<file path="src/rtl/pipelined_add_sub.sv">
// pipelined_add_sub: N-bit adder/subtractor split into SEG-bit slices, one
// slice per stage, with the ripple carry registered between stages.
// Valid/ready handshake with a global stall, ADD/SUB/SLT/SLTU modes and a
// full flag set. Latency is STAGES = N/SEG cycles, throughput one per cycle.
// Optional build macro ADDSUB_SAT_EN: ADD/SUB results saturate on signed
// overflow (flags and SLT/SLTU results unchanged).
module pipelined_add_sub #(
    parameter int N   = 32,
    parameter int SEG = 8
) (
    input  logic         clk,
    input  logic         rst_n,
    input  logic         in_valid,
    output logic         in_ready,
    input  logic [N-1:0] x,
    input  logic [N-1:0] y,
    input  logic [1:0]   op,
    output logic         out_valid,
    input  logic         out_ready,
    output logic [N-1:0] result,
    output logic         c_out,
    output logic         overflow,
    output logic         zero,
    output logic         negative,
    output logic         lt,
    output logic         ltu
);

    localparam int STAGES = N / SEG;

    logic stall;
    logic sub0;

    // Global stall: a presented result that is not taken freezes every stage
    always_comb begin
        stall    = out_valid & ~out_ready;
        in_ready = ~stall;
        sub0     = (op != 2'b00);
    end

    genvar k;
    generate
        for (k = 0; k < STAGES; k++) begin : g_stage
            // Width of the still-unprocessed y' bits entering this stage
            localparam int BW = N - k * SEG;

            // st_a: finished sum slices below k*SEG, raw x bits above
            logic [N-1:0]  st_a;
            logic [BW-1:0] st_b;
            logic          st_c;
            logic          st_v;
            logic [1:0]    st_op;
            logic [SEG:0]  slice_sum;
            logic [N-1:0]  a_nxt;

            if (k == 0) begin : g_src
                // First stage takes operands from the ports; subtract folds into y' and carry-in
                always_comb begin
                    st_a  = x;
                    st_b  = y ^ {N{sub0}};
                    st_c  = sub0;
                    st_v  = in_valid;
                    st_op = op;
                end
            end else begin : g_src
                // Later stages take the skewed operands from the previous stage register
                always_comb begin
                    st_a  = g_stage[k-1].g_reg.a_q;
                    st_b  = g_stage[k-1].g_reg.b_q;
                    st_c  = g_stage[k-1].g_reg.c_q;
                    st_v  = g_stage[k-1].g_reg.v_q;
                    st_op = g_stage[k-1].g_reg.op_q;
                end
            end

            // Add slice k with the carry handed down and splice the sum slice in
            always_comb begin
                slice_sum = {1'b0, st_a[k*SEG +: SEG]} + {1'b0, st_b[SEG-1:0]}
                          + {{SEG{1'b0}}, st_c};
                a_nxt = st_a;
                a_nxt[k*SEG +: SEG] = slice_sum[SEG-1:0];
            end

            if (k < STAGES - 1) begin : g_reg
                logic                v_q;
                logic                c_q;
                logic [1:0]          op_q;
                logic [N-1:0]        a_q;
                logic [BW-SEG-1:0]   b_q;

                // Stage valid bit: cleared on reset, advances whenever not stalled
                always_ff @(posedge clk or negedge rst_n) begin
                    if (!rst_n) begin
                        v_q <= 1'b0;
                    end else if (!stall) begin
                        v_q <= st_v;
                    end
                end

                // Stage data: carry, op and skewed operands move with the transaction
                always_ff @(posedge clk) begin
                    if (!stall) begin
                        c_q  <= slice_sum[SEG];
                        op_q <= st_op;
                        a_q  <= a_nxt;
                        b_q  <= st_b[BW-1:SEG];
                    end
                end
            end else begin : g_out
                logic         ovf;
                logic         lt_f;
                logic         ltu_f;
                logic [N-1:0] res_f;

                // Final stage: flags from the full sum and the op-selected result
                always_comb begin
                    ovf   = (st_a[N-1] == st_b[BW-1]) & (a_nxt[N-1] != st_a[N-1]);
                    lt_f  = a_nxt[N-1] ^ ovf;
                    ltu_f = ~slice_sum[SEG];
                    case (st_op)
                        2'b10:   res_f = {{(N-1){1'b0}}, lt_f};
                        2'b11:   res_f = {{(N-1){1'b0}}, ltu_f};
                        default: res_f = a_nxt;
                    endcase
`ifdef ADDSUB_SAT_EN
                    // Both operands share x's sign on overflow, so x's sign picks the rail
                    if (!st_op[1] && ovf) begin
                        res_f = st_a[N-1] ? {1'b1, {(N-1){1'b0}}} : {1'b0, {(N-1){1'b1}}};
                    end
`endif
                end

                // Output register: cleared on reset, held during a stall
                always_ff @(posedge clk or negedge rst_n) begin
                    if (!rst_n) begin
                        out_valid <= 1'b0;
                        result    <= '0;
                        c_out     <= 1'b0;
                        overflow  <= 1'b0;
                        zero      <= 1'b0;
                        negative  <= 1'b0;
                        lt        <= 1'b0;
                        ltu       <= 1'b0;
                    end else if (!stall) begin
                        out_valid <= st_v;
                        if (st_v) begin
                            result   <= res_f;
                            c_out    <= slice_sum[SEG];
                            overflow <= ovf;
                            zero     <= (a_nxt == '0);
                            negative <= a_nxt[N-1];
                            lt       <= lt_f;
                            ltu      <= ltu_f;
                        end
                    end
                end
            end
        end
    endgenerate

endmodule

</file>
<file path="config.mk">
export PLATFORM = sky130hd
export DESIGN_NAME = pipelined_add_sub
export DESIGN_NICKNAME = d
export VERILOG_FILES = /design/src/rtl/pipelined_add_sub.sv
export SDC_FILE = /design/constraint.sdc
export NUM_CORES = 1
export LEC_CHECK = 0
export CORE_MARGIN = 1.5
export CORE_UTILIZATION = 26
export DETAILED_ROUTE_END_ITERATION = 12
export PLACE_DENSITY = 0.46
export SLEW_MARGIN = 30
export SYNTH_ARGS = -nofsm -noshare
export SYNTH_HDL_FRONTEND = slang
export SYNTH_SLANG_ARGS = --single-unit
</file>
<file path="constraint.sdc">
create_clock -name clk -period 10.1 [get_ports clk]
set_clock_uncertainty 0.15 [all_clocks]
set_input_delay 1.515 -clock clk [delete_from_list [all_inputs] [get_ports clk]]
set_output_delay 1.515 -clock clk [all_outputs]
set_load 0.005 [all_outputs]
</file>
# [Word-level counts from Yosys, hierarchy flattened]
# Cells that the tools add are included.
[word_totals] reg_bits=195 output_inout_bits=40 word_cells=46
[classes] n_addsub=8 eq_ne=4 muxes=1 n_bitwise=7 reduce_logical=3
[ops] op="$pmux W32 S2" n=1
[ops] op="$add A8 B8 Y9" n=4
[ops] op="$add A9 B1 Y9" n=4
[ops] op="$logic_not A32 Y1" n=1
[ops] op="$xor A32 B32 Y32" n=1
[ops] op="$eq A2 B2 Y1 const B" n=2
[ops] op="$not A1 Y1" n=3
[ops] op="$and A1 B1 Y1" n=2
[ops] op="$reduce_and A2 Y1" n=1
[ops] op="$reduce_bool A2 Y1" n=1
[ops] op="$eq A1 B1 Y1" n=1
[ops] op="$ne A1 B1 Y1" n=1
[ops] op="$xor A1 B1 Y1" n=1

# [Logic depth before layout (Yosys ltp)]
[logic_depth] word_depth=6 ltp_mapped=10 depth_no_buf=10

# [Worst setup path before layout]
# OpenSTA, ideal clock, no wires.
[synth_path] kind="input to register" startpoint="input out_ready" endpoint="register result[0]" setup_ps=120 arrival_time_ps=7369 slack_ps=2461 path_stages=7 n_path_buf=2 cell_sequence="nand2b_1 clkbuf_1 nand2_1 buf_2 a21oi_1 o31ai_1 a41o_1"
[synth_via] elab_chain_cells=4
[synth_lines] element="start: declaration" line="19" source="input logic out_ready,"
[synth_lines] element="$not A1 Y1" line="36" source="stall = out_valid & ~out_ready;"
[synth_lines] element="$and A1 B1 Y1" line="36"
[synth_lines] element="$not A1 Y1 (no line)"
[synth_lines] element="net in_ready" line="14" source="output logic in_ready,"
[synth_lines] element="$reduce_and A2 Y1 (no line)"
[synth_lines] element="end signal: assignment" line="147" source="result <= res_f;"
[synth_lines] element="end: declaration" line="20" source="output logic [N-1:0] result,"
# The timed path passes the listed nets, and every way through them passes these cells.
# A chain may end at the register's enable or synchronous reset.

# [Worst setup path in the final report]
[layout_path] startpoint="input out_ready" endpoint="output in_ready"
[layout_via] elab_chain_cells=3
[layout_lines] element="$not A1 Y1" line="36"
[layout_lines] element="$and A1 B1 Y1" line="36"
[layout_lines] element="$not A1 Y1 (no line)"
[layout_lines] element="end: declaration" line="14"
# Every way passes these cells.

==> impl_metrics.py <==
metrics = {
    "status": {
        "outcome": "complete, no violations",
    },
    "placement": {
        "port_buffers": 109,
        "place.gp.congestion": 0.7120,
        "dpl.hpwl_mm": 10.80,
        "dp_cells": 1018,
        "place_area_sq_mm": 0.009519,
    },
    "clock_network": {
        "cts_root_buf": "clkbuf_16",
        "cts_max_level": 4,
        "cts.clk_slew.worst_paths_ns": 0.07,
        "insertion_delay_ns": 0.42,
        "cts_resized": 0,
        "cts_max_path_buffers": 2,
        "postCtsHoldBufs": 0,
        "post-cts-setup-buffer-count": 0,
        "cts.sinks": 195,
        "numCtsBuffers": 17,
        "cts_tree": "done",
    },
    "yosys": {
        "synth_compound_area_share_pct": 6.681,
        "syn_area_sq_mm": 0.007903,
        "synth_cell_types": 40,
        "seq_area_frac_synth_pct": 71.44,
        "syn_area_per_cell_sq_um": 14.94,
        "synth_simple_gate_area_share_pct": 7.315,
        "synth_mux_area_share_pct": 0.5541,
        "yosysWarnings": 0,
        "synthCells": 529,
        "yosys.area_share.adder_pct": 6.206,
        "synth_top_family_by_area": "simple AND/OR/NAND/NOR gates",
        "synth_xor_area_share_pct": 5.985,
        "async_flop_share_pct": 21.54,
        "synth-edff-count": 153,
        "syn-num-nets": 634,
        "synth_ff_type": "edfxtp_1",
        "yosys_register_bits": 195,
    },
    "setup_path": {
        "cpPeakStageDelay_ns": 0.62,
        "crit_buf_inv": 2,
        "end_kind": "output port",
        "startpoint_type": "input pin",
        "critical_path_required_ns": 8.44,
        "cpMostUsedCell": "clkdlybuf4s50_1",
        "crit_type": "in -> out",
        "worst_path_max_delay_cell": "clkdlybuf4s50_1",
        "worstPathArrival_ns": 3.08,
        "worstPathCellList": "clkdlybuf4s50_1 -> nand2b_4 -> clkdlybuf4s50_1",
        "cp_max_fo": 37,
        "crit_family": "buffers and inverters",
    },
    "timing": {
        "hold_violations": 0,
        "max_clock_freq_mhz": 210.7,
        "drv_slew": 0,
        "setup_violations": 0,
        "rsz0062_at_grt": "false",
        "max_slew_margin_pct": 40.02,
        "period_minus_slack_ns": 4.746,
        "period_share_pct": 46.99,
        "fin_setup_tns_ns": 0,
        "max_slew.worst_pin.slew_ns": 0.8998,
    },
    "global_routing": {
        "grt_max_degree": 73,
        "grt_usage_pct": 9.944,
        "grt-ovfl-total": 0,
        "grt_pass1_vias": 4333,
        "antenna_found_initial": 0,
        "grt_pass1_wl_mm": 23.40,
    },
    "cells_and_area": {
        "syn_to_final_growth_pct": 27.01,
        "finish.instance_area_sq_mm": 0.01004,
        "fill_cells": 2905,
        "fin_util_pct": 33.69,
        "antenna_cells": 0,
        "fin_nets": 752,
        "final_cell_count_no_fill": 1050,
        "drive_above_1_share_pct": 6.515,
    },
    "die": {
        "core_sq_mm": 0.02980,
        "num_rows": 63,
        "die-area_sq_mm": 0.03145,
        "initial_utilization_pct": 26.52,
        "chipWidth_um": 177.3,
        "die_h_um": 177.3,
        "ios": 110,
    },
    "drt": {
        "wire_per_inst_um": 14.26,
        "wl_mm": 14.97,
        "viasPerCell": 4.029,
        "first_iter_violations": 186,
        "post-route-drc-count": 0,
        "dr_total_vias": 4230,
        "dr.pass1.iters": 4,
        "ant_nets": 0,
    },
    "worst_hold_path": {
        "hold_path_class": "reg -> reg",
    },
    "pwr": {
        "p_total_w": 0.002689,
        "worst_ir_drop_vdd_mv": 0.1105,
        "power_density_mw_per_mm2": 267.9,
        "p_leak_nw": 3.734,
    },
    "job": {
        "drv_cap": 0,
    },
}
==> power by group <==
part | total [W] | internal, W | leakage (nW) | switching [W]
Combinational | 0.000738 | 0.000347 | 1.41 | 0.000392
Sequential | 0.00135 | 0.00121 | 2.08 | 0.000134
Clock | 0.000605 | 0.000314 | 0.250 | 0.000291
Total | 0.00269 | 0.00187 | 3.73 | 0.000817
==> Yosys cell counts, types with 4 or more instances <==
| cell | instances | area, sq um |
|---|---|---|
| xnor2_1 | 43 | 376.6 |
| xor2_1 | 11 | 96.34 |
| or3_1 | 4 | 25.02 |
| clkbuf_1 | 8 | 30.03 |
| edfxtp_1 | 153 | 4594 |
| nand2b_1 | 29 | 181.4 |
| nand2_1 | 47 | 176.4 |
| fa_1 | 7 | 140.1 |
| buf_1 | 6 | 22.52 |
| a21oi_1 | 18 | 90.09 |
| inv_1 | 23 | 86.33 |
| nor2_1 | 16 | 60.06 |
| dfrtp_1 | 42 | 1051 |
| a22o_1 | 4 | 35.03 |
| nor4_1 | 4 | 25.02 |
| o21ai_1 | 5 | 25.02 |
| nor2b_1 | 5 | 31.28 |
| ha_1 | 28 | 350.3 |
| o31ai_1 | 7 | 52.55 |
| o21ai_0 | 34 | 170.2 |
==> cell type report <==
| type | count | area [sq um] | share of cell area [%] |
|---|---|---|---|
| clock inverters | 13 | 85.08 | 0.8477 |
| inverters | 23 | 86.33 | 0.8601 |
| repair buffers | 114 | 1164 | 11.59 |
| multi-input cells | 296 | 2136 | 21.28 |
| clock buffers | 19 | 432.9 | 4.313 |
| well taps | 390 | 488.0 | 4.862 |
| flip-flops and latches | 195 | 5645 | 56.25 |
==> registers in the layout, summed over array words and instances (netlist names), 3 cells and up <==
name,count
g_stage.g_reg.c_q,3
g_stage.g_reg.v_q,3
g_stage.g_reg.b_q,48
g_stage.g_reg.a_q,96
result,32
g_stage.g_reg.op_q,6
==> cells in the final DEF (no fill, tap or decap), types with 7 or more instances in the layout <==
cell             instances
o21ai_0                 34
nand2b_1                28
nor2_1                  15
o31ai_1                  7
clkdlybuf4s50_1        108
clkbuf_16               17
fa_1                     7
xnor2_1                 43
nand2_1                 46
inv_1                   23
a21oi_1                 18
ha_1                    28
xor2_1                  11
dfrtp_1                 42
edfxtp_1               153
==> final timing paths <==
kind	from	end	slack, ns	cells after the start
worst max register to register	g_stage[2].g_reg.c_q$_DFFE_PN_	zero$_DFFE_PN0P_	7.48	9
worst max-delay path	out_ready	in_ready	5.35	3
min in group asynchronous	rst_n	result[20]$_DFFE_PN0P_	0.85	1
worst min-delay path	g_stage[1].g_reg.b_q[8]$_DFFE_PN_	g_stage[2].g_reg.b_q[0]$_DFFE_PN_	0.27	0
worst min register to register	g_stage[1].g_reg.b_q[8]$_DFFE_PN_	g_stage[2].g_reg.b_q[0]$_DFFE_PN_	0.27	0
max in group asynchronous	rst_n	result[28]$_DFFE_PN0P_	8.38	3
==> metrics by stage <==
| stage | hold slack [ns] | setup slack, ns |
|---|---|---|
| finish | 0.2655 | 5.354 |
| global route | 0.2702 | 5.245 |
| CTS | 0.2673 | 5.306 |
| detailed placement | 0.2545 | 5.298 |
| global placement | 0.2526 | 5.319 |
| floorplan | 0.2503 | 2.461 |
==> worst register-to-register path, delay by kind of cell (launching register included) <==
family,cells,cell delay [ns]
adder cells (fa/ha/maj),2,0.91
AO/OA/AOI/OAI,4,0.76
AND/OR/NAND/NOR,2,0.34
flip-flops,1,0.32
buffers and inverters,1,0.06
==> per-layer routing <==
metal / up-vias / routed length [um] / track usage [%]
li1: 2132 / - / -
met1: 1998 / 7455 / 13.66
met2: 89 / 6753 / 15.17
met3: 11 / 595 / 2.592
met4: 0 / 167 / 3.466
met5: - / 0 / 0
==> logic make-up (layout without fill, tap and decap cells) <==
family / after synthesis / count (layout)
flip-flops: 195 / 195
AND/OR/NAND/NOR: 117 / 117
AO/OA/AOI/OAI: 86 / 86
XOR/XNOR: 54 / 54
buffers and inverters: 38 / 169
adder cells (fa/ha/maj): 35 / 35
multiplexers: 4 / 4
Power figures use the tool's default switching activity.
